[src/rtl/img_copy_engine.sv]
// Copy engine: walks the source ROM and writes a copied, 2x-zoomed or 2x-decimated
// image into display memory, answering the control unit's start/done handshake.
module img_copy_engine #(
  parameter int unsigned SRC_W   = 320,
  parameter int unsigned SRC_H   = 240,
  parameter int unsigned DST_W   = 640,
  parameter int unsigned SRC_LAT = 2
) (
  input  logic        clk,
  input  logic        reset,
  input  logic        cpu_start,
  input  logic [1:0]  modo,
  input  logic [7:0]  src_data,
  output logic [16:0] src_addr,
  output logic [18:0] dest_addr,
  output logic [7:0]  dest_data,
  output logic        dest_wren,
  output logic        cpu_busy,
  output logic        cpu_done
);

  typedef enum logic [1:0] {IDLE, RUN, DRAIN, DONE} state_t;

  localparam int unsigned DEPTH = SRC_LAT + 1;

  state_t      state;
  logic [1:0]  mode;
  logic [1:0]  drain_cnt;
  logic [9:0]  xd, yd;
  logic [9:0]  reg_w, reg_h;
  logic        last_x, last_y;
  logic [16:0] src_row, src_next;
  logic [16:0] x_step, row_step;
  logic [18:0] dest_row, dest_next;
  logic [DEPTH-1:0] vpipe;
  logic [18:0] dpipe [DEPTH];

  // Zoom repeats each source column/row twice: step the source only on odd xd / odd yd.
  always_comb begin
    reg_w    = 10'(SRC_W);
    reg_h    = 10'(SRC_H);
    x_step   = 17'd1;
    row_step = 17'(SRC_W);
    case (mode)
      2'd1: begin
        reg_w    = 10'(2 * SRC_W);
        reg_h    = 10'(2 * SRC_H);
        x_step   = {16'b0, xd[0]};
        row_step = yd[0] ? 17'(SRC_W) : '0;
      end
      2'd2: begin
        reg_w    = 10'(SRC_W / 2);
        reg_h    = 10'(SRC_H / 2);
        x_step   = 17'd2;
        row_step = 17'(2 * SRC_W);
      end
      default: ;
    endcase
    last_x = (xd == reg_w - 10'd1);
    last_y = (yd == reg_h - 10'd1);
  end

  always_ff @(posedge clk or negedge reset) begin
    if (!reset) begin
      state     <= IDLE;
      mode      <= '0;
      drain_cnt <= '0;
      xd        <= '0;
      yd        <= '0;
      src_row   <= '0;
      src_next  <= '0;
      dest_row  <= '0;
      dest_next <= '0;
      src_addr  <= '0;
      cpu_busy  <= 1'b0;
      cpu_done  <= 1'b0;
      vpipe     <= '0;
      for (int unsigned i = 0; i < DEPTH; i++) dpipe[i] <= '0;
    end else begin
      vpipe[0] <= 1'b0;
      for (int unsigned i = 1; i < DEPTH; i++) begin
        vpipe[i] <= vpipe[i-1];
        dpipe[i] <= dpipe[i-1];
      end
      case (state)
        IDLE: begin
          if (cpu_start) begin
            state     <= RUN;
            mode      <= (modo == 2'd3) ? 2'd0 : modo;
            xd        <= '0;
            yd        <= '0;
            src_row   <= '0;
            src_next  <= '0;
            dest_row  <= '0;
            dest_next <= '0;
          end
        end
        RUN: begin
          src_addr <= src_next;
          vpipe[0] <= 1'b1;
          dpipe[0] <= dest_next;
          cpu_busy <= 1'b1;
          if (last_x) begin
            xd        <= '0;
            yd        <= yd + 10'd1;
            src_row   <= src_row + row_step;
            src_next  <= src_row + row_step;
            dest_row  <= dest_row + 19'(DST_W);
            dest_next <= dest_row + 19'(DST_W);
            if (last_y) begin
              state     <= DRAIN;
              drain_cnt <= '0;
            end
          end else begin
            xd        <= xd + 10'd1;
            src_next  <= src_next + x_step;
            dest_next <= dest_next + 19'd1;
          end
        end
        // One extra count beyond the ROM latency lets the final write retire first.
        DRAIN: begin
          if (drain_cnt == 2'(SRC_LAT)) begin
            state    <= DONE;
            cpu_busy <= 1'b0;
            cpu_done <= 1'b1;
          end else begin
            drain_cnt <= drain_cnt + 2'd1;
          end
        end
        DONE: begin
          cpu_done <= 1'b0;
          state    <= IDLE;
        end
        default: state <= IDLE;
      endcase
    end
  end

  assign dest_wren = vpipe[SRC_LAT];
  assign dest_addr = dpipe[SRC_LAT];
  assign dest_data = dest_wren ? src_data : '0;

endmodule

[config.mk]
export PLATFORM = sky130hd
export DESIGN_NAME = img_copy_engine
export DESIGN_NICKNAME = d
export VERILOG_FILES = /design/src/rtl/img_copy_engine.sv
export SDC_FILE = /design/constraint.sdc
export NUM_CORES = 1
export LEC_CHECK = 0
export ABC_CLOCK_PERIOD_IN_PS = 2900
export BUFFER_PORTS_ARGS = -buffer_cell sky130_fd_sc_hd__buf_2
export CORE_MARGIN = 5
export CORE_UTILIZATION = 45
export CTS_CLUSTER_DIAMETER = 30
export DETAILED_ROUTE_END_ITERATION = 8
export PLACE_DENSITY = 0.65
export SETUP_SLACK_MARGIN = 0.4
export SYNTH_ARGS = -nofsm -noshare
export SYNTH_HDL_FRONTEND = slang
export SYNTH_SLANG_ARGS = --single-unit
[constraint.sdc]
create_clock -name clk -period 2.9 [get_ports clk]
set_clock_uncertainty 0.1 [all_clocks]
set_input_delay 0.58 -clock clk [delete_from_list [all_inputs] [get_ports clk]]
set_output_delay 0.58 -clock clk [all_outputs]
set_load 0.01 [all_outputs]
**Word level (Yosys, flattened, before mapping)**

Index checks and enable logic that the tools add are counted.

- Flip-flop bits (word level): 177
- Bits of input ports: 13
- Output and inout bits: 47
- Word-level logic and storage cells: 86

- Add/sub/neg operators: 9
- Eq/ne operators: 14
- Multiplexer cells: 36
- Reduce and logical (&&, ||, !) cells: 11

Operators with widths:

| cell | count |
|---|---|
| $pmux W10 S2 | 4 |
| $pmux W19 S2 | 2 |
| $pmux W17 S2 | 2 |
| $mux W19 | 3 |
| $mux W17 | 3 |
| $add A17 B17 Y17 | 2 |
| $mux W10 | 3 |
| $add A10 B1 Y10 const B | 2 |
| $eq A10 B10 Y1 | 2 |
| $sub A10 B1 Y10 const B | 2 |
| $add A19 B1 Y19 const B | 1 |
| $add A19 B10 Y19 const B | 1 |
| $pmux W9 S2 | 1 |
| $mux W2 | 8 |
| $eq A2 B2 Y1 const B | 5 |
| $ne A2 B2 Y1 const B | 5 |
| $mux W9 | 1 |
| $mux W8 | 1 |
| $pmux W2 S2 | 2 |
| $pmux W2 S4 | 1 |
| $reduce_and A2 Y1 | 4 |
| $reduce_and A4 Y1 | 2 |
| $reduce_bool A2 Y1 | 3 |
| $eq A2 B1 Y1 const B | 2 |
| other kinds (5) | 8 |

**Depth between registers and ports, before layout**

Gate-level depths: netlist (run 1).

- Word-level depth: 7
- Mapped depth: 13

**Least setup slack after synthesis (run 1)**

OpenSTA, ideal clock, no wires.

- Path kind: reg-to-reg
- Start point: register mode[0]
- End point: register src_next[14]
- Data arrival time: 2608 ps
- Slack: 68 ps
- Cell stages (with the launch flop): 12
- Buffers on the path: 0
- Cell sequence: dfrtp_1 inv_1 ha_1 o21ai_0 ha_1 inv_1 fa_1 nand2b_1 a211oi_1 xnor2_1 a32o_1 a211o_1

- Word-level cells in the longest chain between the ends: 6
- Elaborated cells between the ends (all ways): 11

RTL lines:

| what | line | source |
|---|---|---|
| start, declared | 27 | `logic [1:0] mode;` |
| start signal, assigned | 89 | `mode <= (modo == 2'd3) ? 2'd0 : modo;` |
| $eq A2 B2 Y1 / $eq A2 B1 Y1 (equally long branches) | 44 | `case (mode)` |
| $pmux W10 S2 | 44 |  |
| $sub A10 B1 Y10 | 59 | `last_x = (xd == reg_w - 10'd1);` |
| $eq A10 B10 Y1 | 59 |  |
| $mux W17 (*) | 103 | `if (last_x) begin` |
| $pmux W17 S2 (*) | 85 | `case (state)` |
| end signal, assigned | 107 | `src_next <= src_row + row_step;` |
| end signal, assigned | 116 | `src_next <= src_next + x_step;` |
| end, declared | 32 | `logic [16:0] src_row, src_next;` |

Mark *: on every way between the ends. The rest lies on a longest branch, timed or not.
A chain may end at the register's enable or synchronous reset.

**Worst setup path in the final report (run 1)**

- Start point: register mode[1]
- End point: register src_next[14]

The elaborated chain is that of the path after synthesis.

==> results.md, run 1 <==
- Synthesized Nets: 740
- CTS max path bufs: 2
- Critical path's slowest cell: dfrtp_2
- CTS tree: done
- Standard-cell rows: 47
- Worst path cell trace: inv_2 > ha_4 > nand2_2 > o21ai_2 > ha_2 > inv_2 > fa_2 > and4b_2 > nand4_1 > a32o_1 > a211o_1
- Die area: 19700 sq um
- Hold_buf cts: 0
- Overflow after GRT: 0
- Slew margin rel.: around 64%
- Met2 Usage GRT: approximately 30%
- Worst Path Class, Setup: flip-flop to flip-flop
- Worst Path Max Fanout: 7
- Psw: about 2900 uW
- Max VDD drop: between 0.0006 and 0.0007 V
- Syn Inst Count: approximately 710
- Dpl ws: between 60 and 70 ps
- Num Clock Sinks: 164
- Initial drt markers: between 500 and 600
- Post-synth top flop: dfrtp_1
- Number of max-cap violations: 0
- P_int: about 5100 uW
- Met1 GRT Util: approximately a quarter
- Synth unique cells: 62
- Slew Viols, Final: 0
- Tmin final: approximately 2800 ps
- Synth warn: 0
- Nets: slightly above 800
- Final critical-path share of the clock period: 96.0%
- DR pass1 iterations: 5
- Worst Path Required: just over 3000 ps
- TritonCTS Buffers: 17
- Register share of total power: approximately 34%
- RSZ-0062 raised after global routing: yes
- RePlAce Congestion: roughly 0.9
- Sequential area share after synthesis: between 50% and 60%
- First-pass GRT wire length: roughly 29 mm
- Later-pin clock latency in the skew report: approximately 430 ps
- Reg-to-reg slack, setup: approximately 120 ps
- P_leak: 0.00450 uW
- Clock Tree Root: clkbuf_16
- Avg Cell Area, Syn: 10.9 sq um
- Clock power frac: roughly 30%
- Buffer and inverter count on the worst path: 2
- Via count: around 5800
- Post-synth EDFFs: 0
- Status: finished clean
- CP peak stage delay: between 400 and 500 ps
- Commonest non-fill, non-tap cell in the layout: dfrtp_1
- Largest delay contributor family on the critical path: adder cells
- I/O Pins: 60
- Detailed placement HPWL: roughly 12 mm
- Number of global-route vias before repair: ~5800
- Largest net degree at the start of global routing: 55
- Min-delay worst type: input pin to asynchronous set/reset pin
- H-tree depth: 4
- GRT Total Usage: between 10% and 20%
- Most frequent cells in the layout: 162 x dfrtp_1, 59 x buf_2, 58 x nand2_1
- Post-DRT Antenna Nets: 0
- Die Height: around 140 um
- CP Data Arrival Time: roughly 3000 ps
- CP Launch Type: flip-flop
- Power Dens Cells: 847 nW/um^2
- Crit path top cell by count: inv_2
- DRC viols: 0
- Final hold viol count: 0
- Post-synth top area cell: dfrtp_1
- Switch share: 36.0%
- Vias per cell: between 5 and 6
- Die X: around 140 um
- Worst slew pin tran: 530 ps
- Number of I/O port buffers: a little under 60
- Worst r2r path cells: 11
- Fmax: 0.359 GHz
- Post-route setup TNS: 0 ps
- Layout cells sized above 1: just over 30%
- Yosys reg bits: roughly 160
- Async SR Flop Fraction: between 90% and 100%
- Grt met3 use: 4.46%
- Area share of the largest cell type after synthesis: 53.6%
- Most Crowded Layer GR: met2
- Initial Util: 46.0%
- Clk pin slew, worst setup/hold paths: around 60 ps
- Syn-to-layout area delta: 23.3%
- Final setup fails: 0
- Worst Setup Slack, final: 117 ps
- Drt wl/cell: 17.8 um
- Critical Path Stages: 11
- Logic pwr share: between 30% and 40%
- Critical Path End Type: flip-flop
- Post-Syn Area: about 7700 sq um
- Synth top area cells: dfrtp_1 54%, mux2_2 5.6%, ha_1 3.3%
- N_diodes: 0
- Core area: around 17000 sq um
- Final WL: about 18 mm
- Initial antenna violation count: 0
==> power by group through the flow <==
stage / clock network [uW] / registers [uW] / logic, uW
global placement: 0 / 2730 / 2250
global route: 2510 / 2740 / 3170
floorplan: 0 / 2700 / 1580
CTS: 2400 / 2700 / 2670
detailed placement: 0 / 2740 / 2310
finish: 2350 / 2710 / 2940
==> through the flow <==
stage | total power [uW] | hold slack, ps | cells | cell area [sq um] | utilization, %
floorplan | 4280 | 184 | 705 | 7730 | -
global placement | 4980 | 231 | 959 | 8250 | 49.6
detailed placement | 5050 | 235 | 959 | 8250 | 49.6
CTS | 7770 | 29.5 | 1014 | 9200 | 55.3
global route | 8410 | 51.1 | 1027 | 9450 | 56.8
finish | 8000 | 13.4 | 1027 | 9450 | 56.8
==> worst paths after layout <==
| kind | from | end |
|---|---|---|
| worst max-delay path | mode[1] | src_next[14] |
| worst min-delay path | reset | dpipe[43] |
| worst max register to register | mode[1] | src_next[14] |
| worst min register to register | dpipe[24] | dest_addr[5] |
| max in group asynchronous | reset | dest_row[18] |
| min in group clk | dpipe[24] | dest_addr[5] |
==> sequential cells by signal, summed over array words and instances (netlist names), 11 cells and up <==
register   count
src_addr      17
dest_addr     19
dpipe         38
dest_row      12
src_next      17
src_row       11
dest_next     19
==> cell usage after synthesis (all sizes together), types with 2 or more instances <==
master / n
a211oi: 6
fa: 2
and3: 11
nand2b: 6
xor2: 24
and2: 12
inv: 24
o31ai: 5
nand4b: 4
a211o: 4
nand3: 21
o211a: 2
nor3: 14
clkbuf: 17
nand4: 20
nor4: 5
dfrtp: 164
o41ai: 2
nor2: 43
xnor2: 18
o21ai: 42
a22o: 8
ha: 20
a31oi: 5
o211ai: 4
a22oi: 2
a221o: 4
mux2: 38
or4: 5
a21oi: 31
a21o: 10
nand2: 61
o22ai: 9
or3: 9
mux2i: 5
buf: 30
and4: 2
a41oi: 2
==> cell type report <==
class,instances,area [sq um]
fillers,1380,7190
flip-flops and latches,164,4110
multi-input cells,472,3540
repair buffers,115,816
clock buffers,20,447
well taps,220,275
clock inverters,12,170
inverters,24,90.1
==> layer usage <==
metal | up-vias | share of wire (%)
met3 | 40 | 5.1
met4 | 0 | 2.0
li1 | 2684 | -
met1 | 2907 | 43
met2 | 206 | 50
met5 | - | 0
==> what timing repair did <==
item,4_1_cts,5_1_grt
gates cloned,1,3
gates resized for setup,30,39
pin swaps,16,23
buffers inserted,22,10
hold endpoints to repair,0,0
setup endpoints to repair,59,75
==> kinds of logic (layout without fill, tap and decap cells) <==
family	after synthesis	count (layout)	share of synthesized area [%]
DFF	164	164	53.6
adders and majority gates	22	22	3.79
and+or+nand+nor	217	217	14.5
AOI/OAI and AO/OA	146	148	12.5
xor gates and xnor gates	42	42	4.80
muxes	43	43	6.29
buffers and inverters	71	171	4.56
No activity file was read; power rests on OpenSTA's default activity.
==> run 2: changes to the inputs <==
==> config.mk (replaced) <==
export PLATFORM = sky130hd
export DESIGN_NAME = img_copy_engine
export DESIGN_NICKNAME = d
export VERILOG_FILES = /design/src/rtl/img_copy_engine.sv
export SDC_FILE = /design/constraint.sdc
export NUM_CORES = 1
export LEC_CHECK = 0
export ABC_CLOCK_PERIOD_IN_PS = 3000
export BUFFER_PORTS_ARGS = -buffer_cell sky130_fd_sc_hd__buf_2
export CORE_MARGIN = 5
export CORE_UTILIZATION = 45
export CTS_CLUSTER_DIAMETER = 30
export DETAILED_ROUTE_END_ITERATION = 8
export SETUP_SLACK_MARGIN = 0.02
export SYNTH_ARGS = -nofsm -noshare
export SYNTH_HDL_FRONTEND = slang
export SYNTH_SLANG_ARGS = --single-unit
==> constraint.sdc (replaced) <==
create_clock -name clk -period 3 [get_ports clk]
set_clock_uncertainty 0.1 [all_clocks]
set_input_delay 0.6 -clock clk [delete_from_list [all_inputs] [get_ports clk]]
set_output_delay 0.6 -clock clk [all_outputs]
set_load 0.01 [all_outputs]
==> results.md, run 2 (same netlist as run 1, synthesis figures left out) <==
- Status: finished clean
- TritonCTS Buffers: 17
- Finished Cell Area: just under 9000 sq um
- RePlAce Congestion: around 0.92
- Worst Path Class, Setup: flip-flop to flip-flop
- Critical path's slowest cell: dfrtp_1
- Largest register by flop count: dpipe
- Worst Path Max Fanout: 5
- Vias per cell: roughly 5.5
- H-tree depth: 4
- Post-placement cell area: between 8000 and 9000 sq um
- Buffer and inverter count on the worst path: 2
- Detailed placement HPWL: 11.6 mm
- Die Height: around 140 um
- RSZ-0062 raised after global routing: yes
- Slew Viols, Final: 0
- Dpl ws: roughly 83 ps
- I/O Pins: 60
- First-pass GRT wire length: 27.8 mm
- Post-DRT Antenna Nets: 0
- Number of I/O port buffers: between 50 and 60
- Most frequent cells in the layout: 164 x dfrtp_1, 61 x nand2_1, 58 x buf_2
- Largest delay contributor family on the critical path: adder cells
- Max VDD drop: around 0.00058 V
- Number of max-cap violations: 0
- Min-delay worst type: input pin to asynchronous set/reset pin
- Power Dens Cells: between 700 and 800 nW/um^2
- Number of global-route vias before repair: around 5600
- Core area: between 15000 and 20000 sq um
- DRC viols: 0
- CP peak stage delay: around 390 ps
- Die area: roughly 20000 sq um
- P_leak: ~0.0042 uW
- Largest net degree at the start of global routing: between 70 and 80
- Filler cells: about 1500
- Worst Setup Slack, final: roughly 120 ps
- Final hold viol count: 0
- Standard-cell rows: 47
- Hold_buf cts: 0
- Initial drt markers: around 370
- Clk pin slew, worst setup/hold paths: ~70 ps
- Final setup fails: 0
- Slew margin rel.: 51.3%
- Final critical-path share of the clock period: 95.9%
- CP Launch Type: flip-flop
- Syn-to-layout area delta: 15.5%
- Num Clock Sinks: roughly 160
- Fin util: a little over half
- Initial antenna violation count: 0
- Tmin final: between 2000 and 3000 ps
- GRT Total Usage: around 18%
- Hold WS: 70.5 ps
- PostCTS Resize Cnt: 0
- Worst Path Required: around 3200 ps
- Clock Tree Root: clkbuf_16
- Commonest non-fill, non-tap cell in the layout: dfrtp_1
- Initial Util: roughly 46%
- Later-pin clock latency in the skew report: approximately 440 ps
- CTS tree: done
- Overflow after GRT: 0
- Max FFs per register: 38
- DR pass1 iterations: 5
- Nets: around 800
- Final WL: 16.5 mm
- Fmax: 0.348 GHz
- Die X: roughly 140 um
- Post-route setup TNS: 0 ps
- Via count: 5525
- Worst slew pin tran: approximately 730 ps
- Drt wl/cell: 16.5 um
- N_diodes: 0
- Layout cells sized above 1: 21.5%
- Setup Fix Bufs, Post-CTS: 0
- Worst path cell trace: inv_1 > ha_1 > o21ai_0 > ha_1 > inv_1 > fa_1 > and4b_1 > nand4_1 > a32o_1 > a211o_1
- CP Data Arrival Time: approximately 3100 ps
- Critical Path End Type: flip-flop
- CTS max path bufs: 2
## run 2: through the flow
stage          instances  power, uW
2_1_floorplan        705       4070
3_3_place_gp         965       4810
3_5_place_dp         965       4870
4_1_cts              997       7120
5_1_grt              997       7460
6_report             997       7050
## run 2: worst register-to-register path: cells and delay by family, from the launching register on
family | cells | cell delay (ps)
buffers and inverters | 2 | 140
adder cells (fa/ha/maj) | 3 | 840
flip-flops | 1 | 390
AO/OA/AOI/OAI | 3 | 830
AND/OR/NAND/NOR | 2 | 460
## run 2: area by class of cell
cell class / instances / area [sq um] / share of cell area, %
Sequential cell: 164 / 4100 / 46.4
Multi-Input combinational cell: 470 / 3220 / 36.4
Clock buffer: 19 / 433 / 4.89
Clock inverter: 13 / 165 / 1.87
Inverter: 24 / 90.1 / 1.02
Timing Repair Buffer: 87 / 562 / 6.35
Tap cell: 220 / 275 / 3.11
## run 2: worst paths after layout
kind / startpoint / endpoint / slack (ps) / cells past startpoint
max: mode[1] / src_next[14] / 120 / 10
min: reset / dest_addr[6] / 70 / 1
max reg2reg: mode[1] / src_next[14] / 120 / 10
min reg2reg: dpipe[29] / dest_addr[10] / 250 / 0
max in group asynchronous: reset / src_next[4] / 1980 / 2
min in group clk: dpipe[29] / dest_addr[10] / 250 / 0
## run 2: routing by layer
| metal | up-vias | part of all wire, % | global-route usage (%) |
|---|---|---|---|
| met5 | - | 0 | 0 |
| met4 | 0 | 2.2 | 7.29 |
| met3 | 37 | 4.6 | 3.85 |
| met2 | 144 | 48 | 28.0 |
| met1 | 2728 | 45 | 23.1 |
| li1 | 2616 | - | - |
## run 2: power breakdown
part	total, uW	leakage (uW)	internal [uW]	switching [uW]
clock	2220	0.000289	1260	961
sequential	2600	0.00225	2430	169
combinational	2230	0.00171	840	1390
total	7050	0.00425	4520	2520
==> run 3: changes to the inputs <==
--- a/config.mk
+++ b/config.mk
@@ -7,10 +7,10 @@
 export LEC_CHECK = 0
 export ABC_CLOCK_PERIOD_IN_PS = 3000
 export BUFFER_PORTS_ARGS = -buffer_cell sky130_fd_sc_hd__buf_2
-export CORE_MARGIN = 5
 export CORE_UTILIZATION = 45
 export CTS_CLUSTER_DIAMETER = 30
 export DETAILED_ROUTE_END_ITERATION = 8
+export GPL_TIMING_DRIVEN = 0
 export SETUP_SLACK_MARGIN = 0.02
 export SYNTH_ARGS = -nofsm -noshare
 export SYNTH_HDL_FRONTEND = slang
==> results.md, run 3 (same netlist as run 1, synthesis figures left out) <==
- Final WL: ~18 mm
- Initial drt markers: between 300 and 400
- Nets: about 830
- Power Dens Cells: a little under 800 nW/um^2
- I/O Pins: 60
- Worst Setup Slack, final: approximately 110 ps
- Psw: about 2700 uW
- Layout cells sized above 1: 24.6%
- Detailed placement HPWL: about 12 mm
- Register share of total power: a little over a third
- Final hold viol count: 2
- CTS max path bufs: 2
- Worst Path Class, Setup: flip-flop to flip-flop
- Logic pwr share: roughly a third
- Fmax: 0.346 GHz
- Worst Path Required: about 3200 ps
- CP Launch Type: flip-flop
- Crit path top cell by count: inv_1
- CP peak stage delay: 420 ps
- CP Data Arrival Time: 3100 ps
- Dpl ws: -454 ps
- Syn-to-layout area delta: 18.1%
- CTS tree: done
- P_int: ~4500 uW
- Number of I/O port buffers: slightly below 60
- Largest register by flop count: dpipe
- Number of global-route vias before repair: roughly 5600
- Tot Pwr: about 7100 uW
- DRC viols: 0
- Max FFs per register: 38
- Slew Viols, Final: 0
- Vias per cell: 5.56
- DR pass1 iterations: 7
- Standard-cell rows: 47
- Buffer and inverter count on the worst path: 2
- First-pass GRT wire length: between 20 and 30 mm
- Die X: 132 um
- Slew margin rel.: 54.4%
- H-tree depth: 4
- Reg area: between 4000 and 5000 sq um
- GRT Total Usage: ~22%
- Layout Cells excl Fill: about 1000
- Switch share: 37.6%
- Die area: approximately 18000 sq um
- Critical path's slowest cell: dfrtp_2
- Worst Path Max Fanout: 4
- Area of the multi-input gates: roughly 3300 sq um
- Later-pin clock latency in the skew report: about 430 ps
- Worst path cell trace: inv_1 > ha_4 > o21ai_4 > ha_2 > inv_1 > fa_1 > nand2b_2 > a211oi_2 > xnor2_1 > a32o_1 > a211o_1
- Failing checks: hold timing
- Clock power frac: between 20% and 30%
- Critical Path End Type: flip-flop
- Largest net degree at the start of global routing: between 100 and 150
- Number of max-cap violations: 0
- Filler cells: between 1500 and 2000
- Drt wl/cell: ~17 um
- Largest delay contributor family on the critical path: compound AO/OA/AOI/OAI gates
- RePlAce Congestion: around 0.87
- Tmin final: between 2000 and 3000 ps
- Clk pin slew, worst setup/hold paths: ~70 ps
- Min-delay worst type: input pin to asynchronous set/reset pin
- Initial antenna violation count: 0
- Status: complete, but fails checks
- Final setup fails: 0
- Inst Count DP: 985
- Worst slew pin tran: just under 700 ps
- P_leak: between 0.004 and 0.005 uW
- Hold_buf cts: 0
- Post-DRT Antenna Nets: 0
- Max VDD drop: about 0.00043 V
- Via count: 5733
- Overflow after GRT: 0
- Clock Tree Root: clkbuf_16
- Commonest non-fill, non-tap cell in the layout: dfrtp_1
- TritonCTS Buffers: 17
- N_diodes: 0
- Num Clock Sinks: around 160
- Core area: 16600 sq um
- Initial Util: between 40% and 50%
- Most frequent cells in the layout: 163 x dfrtp_1, 64 x buf_2, 61 x nand2_1
- Hold WS: -5.61 ps
- Post-route setup TNS: 0 ps
- Final critical-path share of the clock period: between 90 and 100%
- Die Height: 132 um
==> run 3: cell count changes in the layout (fill, tap and decap cells not counted), sizes merged <==
cell | previous run | this run
clkinvlp | 1 | 5
inv | 31 | 28
bufinv | 2 | 1
buf | 87 | 106
clkbuf | 19 | 34
clkinv | 3 | 4
==> run 3: power groups by stage <==
stage	Combinational (uW)	Clock, uW	Sequential, uW
CTS	2330	2110	2590
finish	2470	2080	2590
floorplan	1460	0	2600
global route	2690	2210	2620
detailed placement	2240	0	2630
global placement	2180	0	2610
==> run 3: what timing repair did <==
action | in CTS | in global routing
pin swaps | 3 | 4
setup buffers | 4 | 12
endpoints found under the setup margin | 57 | 39
resized for setup | 14 | 18
==> run 3: routing by layer <==
metal | part of all wire [%] | GRT usage, %
met1 | 44 | 28.3
met2 | 50 | 36.2
met3 | 4.2 | 3.33
met4 | 2.2 | 8.56
met5 | 0 | 0
==> run 3: area by class of cell <==
type,instances,share of cell area [%]
inverters,24,0.995
well taps,220,3.04
clock inverters,14,1.42
repair buffers,76,5.00
clock buffers,18,4.74
plain buffers,46,2.89
multi-input cells,470,36.6
flip-flops and latches,164,45.3
==> run 3: through the flow <==
stage	hold WS (ps)	util, %	instance area (sq um)
after floorplan	204	-	7660
after global placement	232	49.6	8230
after detailed placement	236	49.9	8270
after CTS	17.7	53.6	8890
after global routing	38.6	54.6	9050
final	-5.61	54.6	9050
==> run 3: final timing paths <==
| check | cells past startpoint | slack [ps] | endpoint | from |
|---|---|---|---|---|
| max in group asynchronous | 2 | 1950 | src_next[0] | reset |
| min in group clk | 0 | 250 | dest_addr[5] | dpipe[24] |
| worst max-delay path | 11 | 110 | src_next[14] | mode[0] |
| worst min register to register | 0 | 250 | dest_addr[5] | dpipe[24] |
| worst max register to register | 11 | 110 | src_next[14] | mode[0] |
| worst min-delay path | 1 | -6 | dest_addr[4] | reset |
